[src/rtl/hazard_ctrl.sv]
// Pipeline hazard controller for the 5-stage MIPS core: stage-register stall/flush
// control, E-stage forwarding selects, data-memory wait states and mult/div busy tracking.
module hazard_ctrl #(
  parameter int unsigned DM_LAT = 2,
  parameter int unsigned MD_LAT = 4
) (
  input  logic       clk,
  input  logic       rst,
  input  logic [4:0] rs_D,
  input  logic [4:0] rt_D,
  input  logic [4:0] rs_E,
  input  logic [4:0] rt_E,
  input  logic [4:0] rf_wa_E,
  input  logic [4:0] rf_wa_M,
  input  logic [4:0] rf_wa_W,
  input  logic       we_reg_E,
  input  logic       we_reg_M,
  input  logic       we_reg_W,
  input  logic       dm2reg_E,
  input  logic       dm2reg_M,
  input  logic       we_dm_M,
  input  logic       redirect_M,
  input  logic       md_start_E,
  input  logic       md_op_D,
  input  logic       hilo_rd_D,
  output logic       stall_pc,
  output logic       stall_f2d,
  output logic       stall_d2e,
  output logic       stall_e2m,
  output logic       flush_f2d,
  output logic       flush_d2e,
  output logic       flush_e2m,
  output logic       flush_m2w,
  output logic [1:0] fwd_a_E,
  output logic [1:0] fwd_b_E
);

  localparam logic [0:0] S_IDLE = 1'b0;
  localparam logic [0:0] S_WAIT = 1'b1;

  localparam logic [3:0] MEM_LOAD = (DM_LAT > 1) ? 4'(DM_LAT - 2) : 4'd0;
  localparam logic [4:0] MD_LOAD  = 5'(MD_LAT - 1);

  logic [0:0] state_q, state_d;
  logic [3:0] mem_cnt_q, mem_cnt_d;
  logic [4:0] md_cnt_q, md_cnt_d;

  logic mem_req, mem_stall, md_busy, md_hz, lu_hz;

  assign mem_req = dm2reg_M | we_dm_M;

  always_comb begin
    state_d   = state_q;
    mem_cnt_d = mem_cnt_q;
    mem_stall = 1'b0;
    case (state_q)
      S_IDLE: begin
        if (mem_req && (DM_LAT > 1)) begin
          mem_stall = 1'b1;
          mem_cnt_d = MEM_LOAD;
          state_d   = S_WAIT;
        end
      end
      S_WAIT: begin
        // Count 0 releases the stall so the held access completes on this edge.
        if (mem_cnt_q != '0) begin
          mem_stall = 1'b1;
          mem_cnt_d = mem_cnt_q - 4'd1;
        end else begin
          state_d = S_IDLE;
        end
      end
      default: state_d = S_IDLE;
    endcase
  end

  always_comb begin
    md_cnt_d = md_cnt_q;
    if (md_start_E && !stall_d2e) begin
      md_cnt_d = MD_LOAD;
    end else if (md_cnt_q != '0) begin
      md_cnt_d = md_cnt_q - 5'd1;
    end
  end

  always_ff @(posedge clk or posedge rst) begin
    if (rst) begin
      state_q   <= S_IDLE;
      mem_cnt_q <= '0;
      md_cnt_q  <= '0;
    end else begin
      state_q   <= state_d;
      mem_cnt_q <= mem_cnt_d;
      md_cnt_q  <= md_cnt_d;
    end
  end

  assign md_busy = (md_cnt_q != '0);
  assign md_hz   = md_busy & (hilo_rd_D | md_op_D);
  assign lu_hz   = dm2reg_E & we_reg_E & (rf_wa_E != '0) &
                   ((rf_wa_E == rs_D) | (rf_wa_E == rt_D));

  // rst gates the outputs directly so a held mem_req in IDLE cannot stall during reset.
  always_comb begin
    stall_pc  = 1'b0;
    stall_f2d = 1'b0;
    stall_d2e = 1'b0;
    stall_e2m = 1'b0;
    flush_f2d = 1'b0;
    flush_d2e = 1'b0;
    flush_e2m = 1'b0;
    flush_m2w = 1'b0;
    if (rst) begin
      stall_pc = 1'b0;
    end else if (mem_stall) begin
      stall_pc  = 1'b1;
      stall_f2d = 1'b1;
      stall_d2e = 1'b1;
      stall_e2m = 1'b1;
      flush_m2w = 1'b1;
    end else if (redirect_M) begin
      flush_f2d = 1'b1;
      flush_d2e = 1'b1;
      flush_e2m = 1'b1;
    end else if (lu_hz || md_hz) begin
      stall_pc  = 1'b1;
      stall_f2d = 1'b1;
      flush_d2e = 1'b1;
    end
  end

  always_comb begin
    fwd_a_E = 2'b00;
    fwd_b_E = 2'b00;
    if (!rst) begin
      if (we_reg_M && (rf_wa_M != '0) && (rf_wa_M == rs_E))      fwd_a_E = 2'b10;
      else if (we_reg_W && (rf_wa_W != '0) && (rf_wa_W == rs_E)) fwd_a_E = 2'b01;
      if (we_reg_M && (rf_wa_M != '0) && (rf_wa_M == rt_E))      fwd_b_E = 2'b10;
      else if (we_reg_W && (rf_wa_W != '0) && (rf_wa_W == rt_E)) fwd_b_E = 2'b01;
    end
  end

endmodule

[config.mk]
export PLATFORM = sky130hd
export DESIGN_NAME = hazard_ctrl
export DESIGN_NICKNAME = d
export VERILOG_FILES = /design/src/rtl/hazard_ctrl.sv
export SDC_FILE = /design/constraint.sdc
export NUM_CORES = 1
export LEC_CHECK = 0
export CAP_MARGIN = 15
export CORE_ASPECT_RATIO = 1.1
export CORE_UTILIZATION = 38
export CTS_CLUSTER_SIZE = 12
export DETAILED_ROUTE_END_ITERATION = 12
export PLACE_DENSITY = 0.83
export SETUP_SLACK_MARGIN = 0.2
export SLEW_MARGIN = 20
export SYNTH_ARGS = -nofsm -noshare
export SYNTH_HDL_FRONTEND = slang
export SYNTH_SLANG_ARGS = --single-unit
[constraint.sdc]
create_clock -name clk -period 2.2 [get_ports clk]
set_input_delay 0.33 -clock clk [delete_from_list [all_inputs] [get_ports clk]]
set_output_delay 0.33 -clock clk [all_outputs]
set_load 0.02 [all_outputs]
Yosys cells after proc, flatten, opt, wreduce, memory -nomap -nowiden --
Index checks and enable logic that the tools add are counted.
Storage, ports and cells: bits in registers 10, bits of input ports 47
Operators by class: equality and inequality tests 8, multiplexer cells 26, add/subtract/negate cells 2, bitwise operators 8, reductions and logical operators 16
Operators by type and width (count):
- $eq 5x5->1 | 6
- $reduce_bool 5->1 | 4
- $mux 1 | 16
- $mux 5 | 2
- $mux 2 | 4
- $mux 4 | 2
- $pmux 4 s2 | 1
- $logic_and 1x1->1 | 7
- $sub 5x1->5 const B | 1
- $and 1x1->1 | 4
- $reduce_bool 4->1 | 1
- $sub 4x1->4 const B | 1
- $or 1x1->1 | 3
- $ne 2x1->1 const B | 1
- $ne 2x2->1 const B | 1
- $pmux 1 s2 | 1
- $reduce_and 2->1 | 1
- $reduce_bool 2->1 | 1
- $logic_not 1->1 | 1
- $logic_or 1x1->1 | 1
- $not 1->1 | 1

Depth between registers and ports, before layout --
Gate-level depths: netlist of run 1.
depth in word-level cells 8, gate-level depth with buffers 7, mapped depth without buffers 6

Worst setup path before layout of run 1 --
OpenSTA, ideal clock, no wires.
path kind register -> output, from register mem_cnt_q[0], to output stall_pc, path buffers 1, stages on the path, launching flop included 8, slack -297 ps, arrival 2167 ps, required time 1870 ps, cell sequence dfrtp_1 inv_1 ha_1 and4bb_2 nor3_1 a21oi_1 o21ai_0 buf_4
On the way: word-level cells in the longest chain between the ends 5
Ends and longest elaborated chain:
- from (decl) | RTL line 45 | logic [3:0] mem_cnt_q, mem_cnt_d;
- from (signal assigned) | RTL line 93 | mem_cnt_q <= mem_cnt_d;
- $reduce_bool 4->1 | RTL line 66 | if (mem_cnt_q != '0) begin
- $mux 1 | RTL line 66
- $pmux 1 s2 | RTL line 56 | case (state_q)
- $mux 1 (2 in a row)
- to (decl) | RTL line 26 | output logic stall_pc,
No other way between the ends.

Final worst setup path of run 1 --
from register mem_cnt_q[0], to output flush_d2e
On the way: word-level cells in the longest chain between the ends 5
Ends and longest elaborated chain:
- $reduce_bool 4->1 | RTL line 66
- $mux 1 | RTL line 66
- $pmux 1 s2 | RTL line 56
- via mem_stall | RTL line 48 | logic mem_req, mem_stall, md_busy, md_hz, lu_hz;
- $mux 1 | RTL line 115 | end else if (mem_stall) begin
- $mux 1 | RTL line 113 | if (rst) begin
- to (decl) | RTL line 31 | output logic flush_d2e,
The timed path passes the listed nets, and every way through them passes these cells.

==> results.md, run 1 <==
* PortBufs at 58
* Drt initial violations at 21
* Layout cells sized above 1 at a little over two fifths
* GP Congestion at between 0.9 and 1
* WP data arrival at about 1.8 ns
* # diodes at 0
* Synth warn at 0
* Post-synth EDFFs at 0
* Initial antenna violation count at 0
* Slew headroom at ~80%
* Place WS at -0.658 ns
* Initial Util at approximately two fifths
* Min-delay worst type: primary input to asynchronous set/reset pin
* Reg area at around 250 um^2
* RSZ-0062 raised after global routing: true
* Cell Area, Placed at between 1500 and 2000 um^2
* Worst-path clk slew at ~0.060 ns
* Sink Count at 10
* Run status: finished, final reports clean
* F_max at 0.475 GHz
* Reg2Reg Depth at 14
* Sequential fraction of the synthesis area at between 20% and 30%
* Root buffer cell: clkbuf_4
* Netlist cell types at 29
* Multi-input gate area at 853 um^2
* First-pass GRT wire length at 5460 um
* TNS Setup at 0 ns
* Skew-Pair Late Insertion Delay at 0.27 ns
* Routed Antenna Nets at 0
* Die width at 51.9 um
* Mapped Cells at 121
* Crit. End Element: primary output
* Fin. max-slew vios at 0
* DR pass1 iterations at 4
* Post-DR vias/cell at roughly 5
* Worst setup SP type: flip-flop
* Synthesized area per cell at 8.60 um^2
* Setup ws final at 0.0940 ns
* Total of max-cap violations at 0
* Post-synth top area share at 24.0%
* Crit Path Max Fanout at 2
* Final instance area at approximately 2100 um^2
* CTS H-tree depth at 1
* LEAKAGE at 0.000931 uW
* Final setup fails at 0
* Setup Skew at ~0.0025 ns
* VDD IR-drop max at 0.753 mV
* Tcrit/Tclk final at ~96%
* Pwr Density at 789 nW/um^2
* Syn nets at around 170
* DR vias at approximately 1300
* Post-synth top area cell: dfrtp_1
* FF-to-FF Start: mem_cnt_q[0]
* HPWL Detailed at 2580 um
* Reg2reg end: mem_cnt_q[2]
* Post-layout nets at about 280
* Area growth syn-to-layout at 99.5%
* WS Path Type: flip-flop to primary output
* # IOs at just under 60
* Core Region at about 2500 um^2
* Die area at 2950 um^2
* Total Power at ~1600 uW
* #FFs+latches synth at 10
* Row count at 19
* Hold-fix buffers, CTS at 0
* Avg WL per Cell at 14.0 um
* CTS buffer count at 3
* Ys async rst share at 100%
* Largest net degree at the start of global routing at 12
* Mapped Area at approximately 1000 um^2
* Main synth FF type: dfrtp_1
* Crit path from: mem_cnt_q[0]
* Actual slew at the worst max-slew pin at approximately 0.33 ns
* Post-Route WL at approximately 3600 um
* Aggregate global-route resource usage at 25.2%
* R2r setup slk at about 0.11 ns
* Final Hold Viols at 0
* Critical Path RT at between 1.5 and 2 ns
* Clock tree buffer depth at 2
* Vias in the first global route at between 1000 and 1500
* Fillers at around 150
* DRC violations left at 0
* CTS tree: done
* DIE HEIGHT at roughly 57 um
* Minimum clock period at around 2.1 ns
* Most area-consuming cells after synthesis: dfrtp_1 24%, xor2_1 17%, xnor2_1 13%, ha_1 4.8%, nor2_1 4.3%
* Aggregate global routing overflow at 0
what timing repair did:
| action | CTS | global route |
|---|---|---|
| endpoints found under the setup margin | 12 | 14 |
| resized for setup | 130 | 24 |
| setup buffers | 10 | 5 |
| pin swaps | 17 | 8 |
cell families (layout without fill, tap and decap cells):
logic type,after synthesis,count (layout),synth area share (%)
XOR/XNOR,35,35,29.4
AND/OR/NAND/NOR,51,51,29.1
flip-flops,10,10,24.0
multiplexers,1,1,1.08
adder cells (fa/ha/maj),4,4,4.81
buffers and inverters,9,114,4.69
AO/OA/AOI/OAI,11,11,6.85
sequential cells by signal (all words and copies together), names as in the netlist:
name,cells
mem_cnt_q,4
state_q,1
md_cnt_q,5
layer usage:
layer	wire length, um	GRT usage (%)
met3	216	5.15
met4	80	12.0
met5	0	0
met1	1330	25.9
met2	1970	46.5
cell usage after synthesis, drive strengths merged, types with 2 or more instances:
library cell and instances:
nor4 5, nand3 2, ha 4, o211ai 2
xor2 20, buf 4, xnor2 15, a21oi 2
dfrtp 10, nor3b 3, nor3 8, or3 4
nand2 7, or4 5, inv 5, o21ai 4
nor2 12
power by group:
part	switching, uW	total, uW	internal [uW]
logic	504	1160	656
clock network	62.7	126	63.3
registers	78.8	353	275
critical path: stages (launching register included):
cell and delay [ns]:
dfrtp_1 0.39, inv_2 0.08, ha_4 0.13, and4bb_2 0.22, nor2_1 0.06, or3_1 0.34
o21ai_1 0.13, buf_4 0.16
through the flow:
stage / hold slack [ns] / instances / util, %
floorplan: 0.186 / 121 / -
global placement: 0.540 / 239 / 74.5
detailed placement: 0.573 / 239 / 74.5
CTS: 0.248 / 252 / 77.6
global route: 0.277 / 257 / 81.7
finish: 0.253 / 257 / 81.7
layout make-up:
type	count	area share, %
repair buffers	106	43.0
multi-input cells	102	41.1
flip-flops and latches	10	12.0
well taps	31	1.87
inverters	5	0.904
clock buffers	3	1.08
placed cells by master, fill, tap and decap left out, types with 4 or more instances in the layout:
cell              n
buf_2             9
buf_4            48
buf_6            12
clkdlybuf4s50_1  23
dfrtp_1          10
dlygate4sd2_1     8
nand2_1           7
nor2_1           11
nor3_1            4
or3_1             4
xnor2_1          15
xor2_1           20
how the worst max path moves through the flow:
stage	depth (start not counted)	endpoint
detailed placement	6	fwd_b_E[0]
CTS	7	flush_d2e
floorplan	7	stall_pc
finish	7	flush_d2e
global route	14	mem_cnt_q[2]
global placement	6	fwd_b_E[0]
Note: power is estimated with default switching activity, not from simulation.
==> run 2, diff against run 1 <==
--- a/config.mk
+++ b/config.mk
@@ -5,7 +5,6 @@
 export SDC_FILE = /design/constraint.sdc
 export NUM_CORES = 1
 export LEC_CHECK = 0
-export CAP_MARGIN = 15
 export CORE_ASPECT_RATIO = 1.1
 export CORE_UTILIZATION = 38
 export CTS_CLUSTER_SIZE = 12
==> results of run 2 <==
Same layout as run 1: the final DEF is identical, and so are final timing and power.
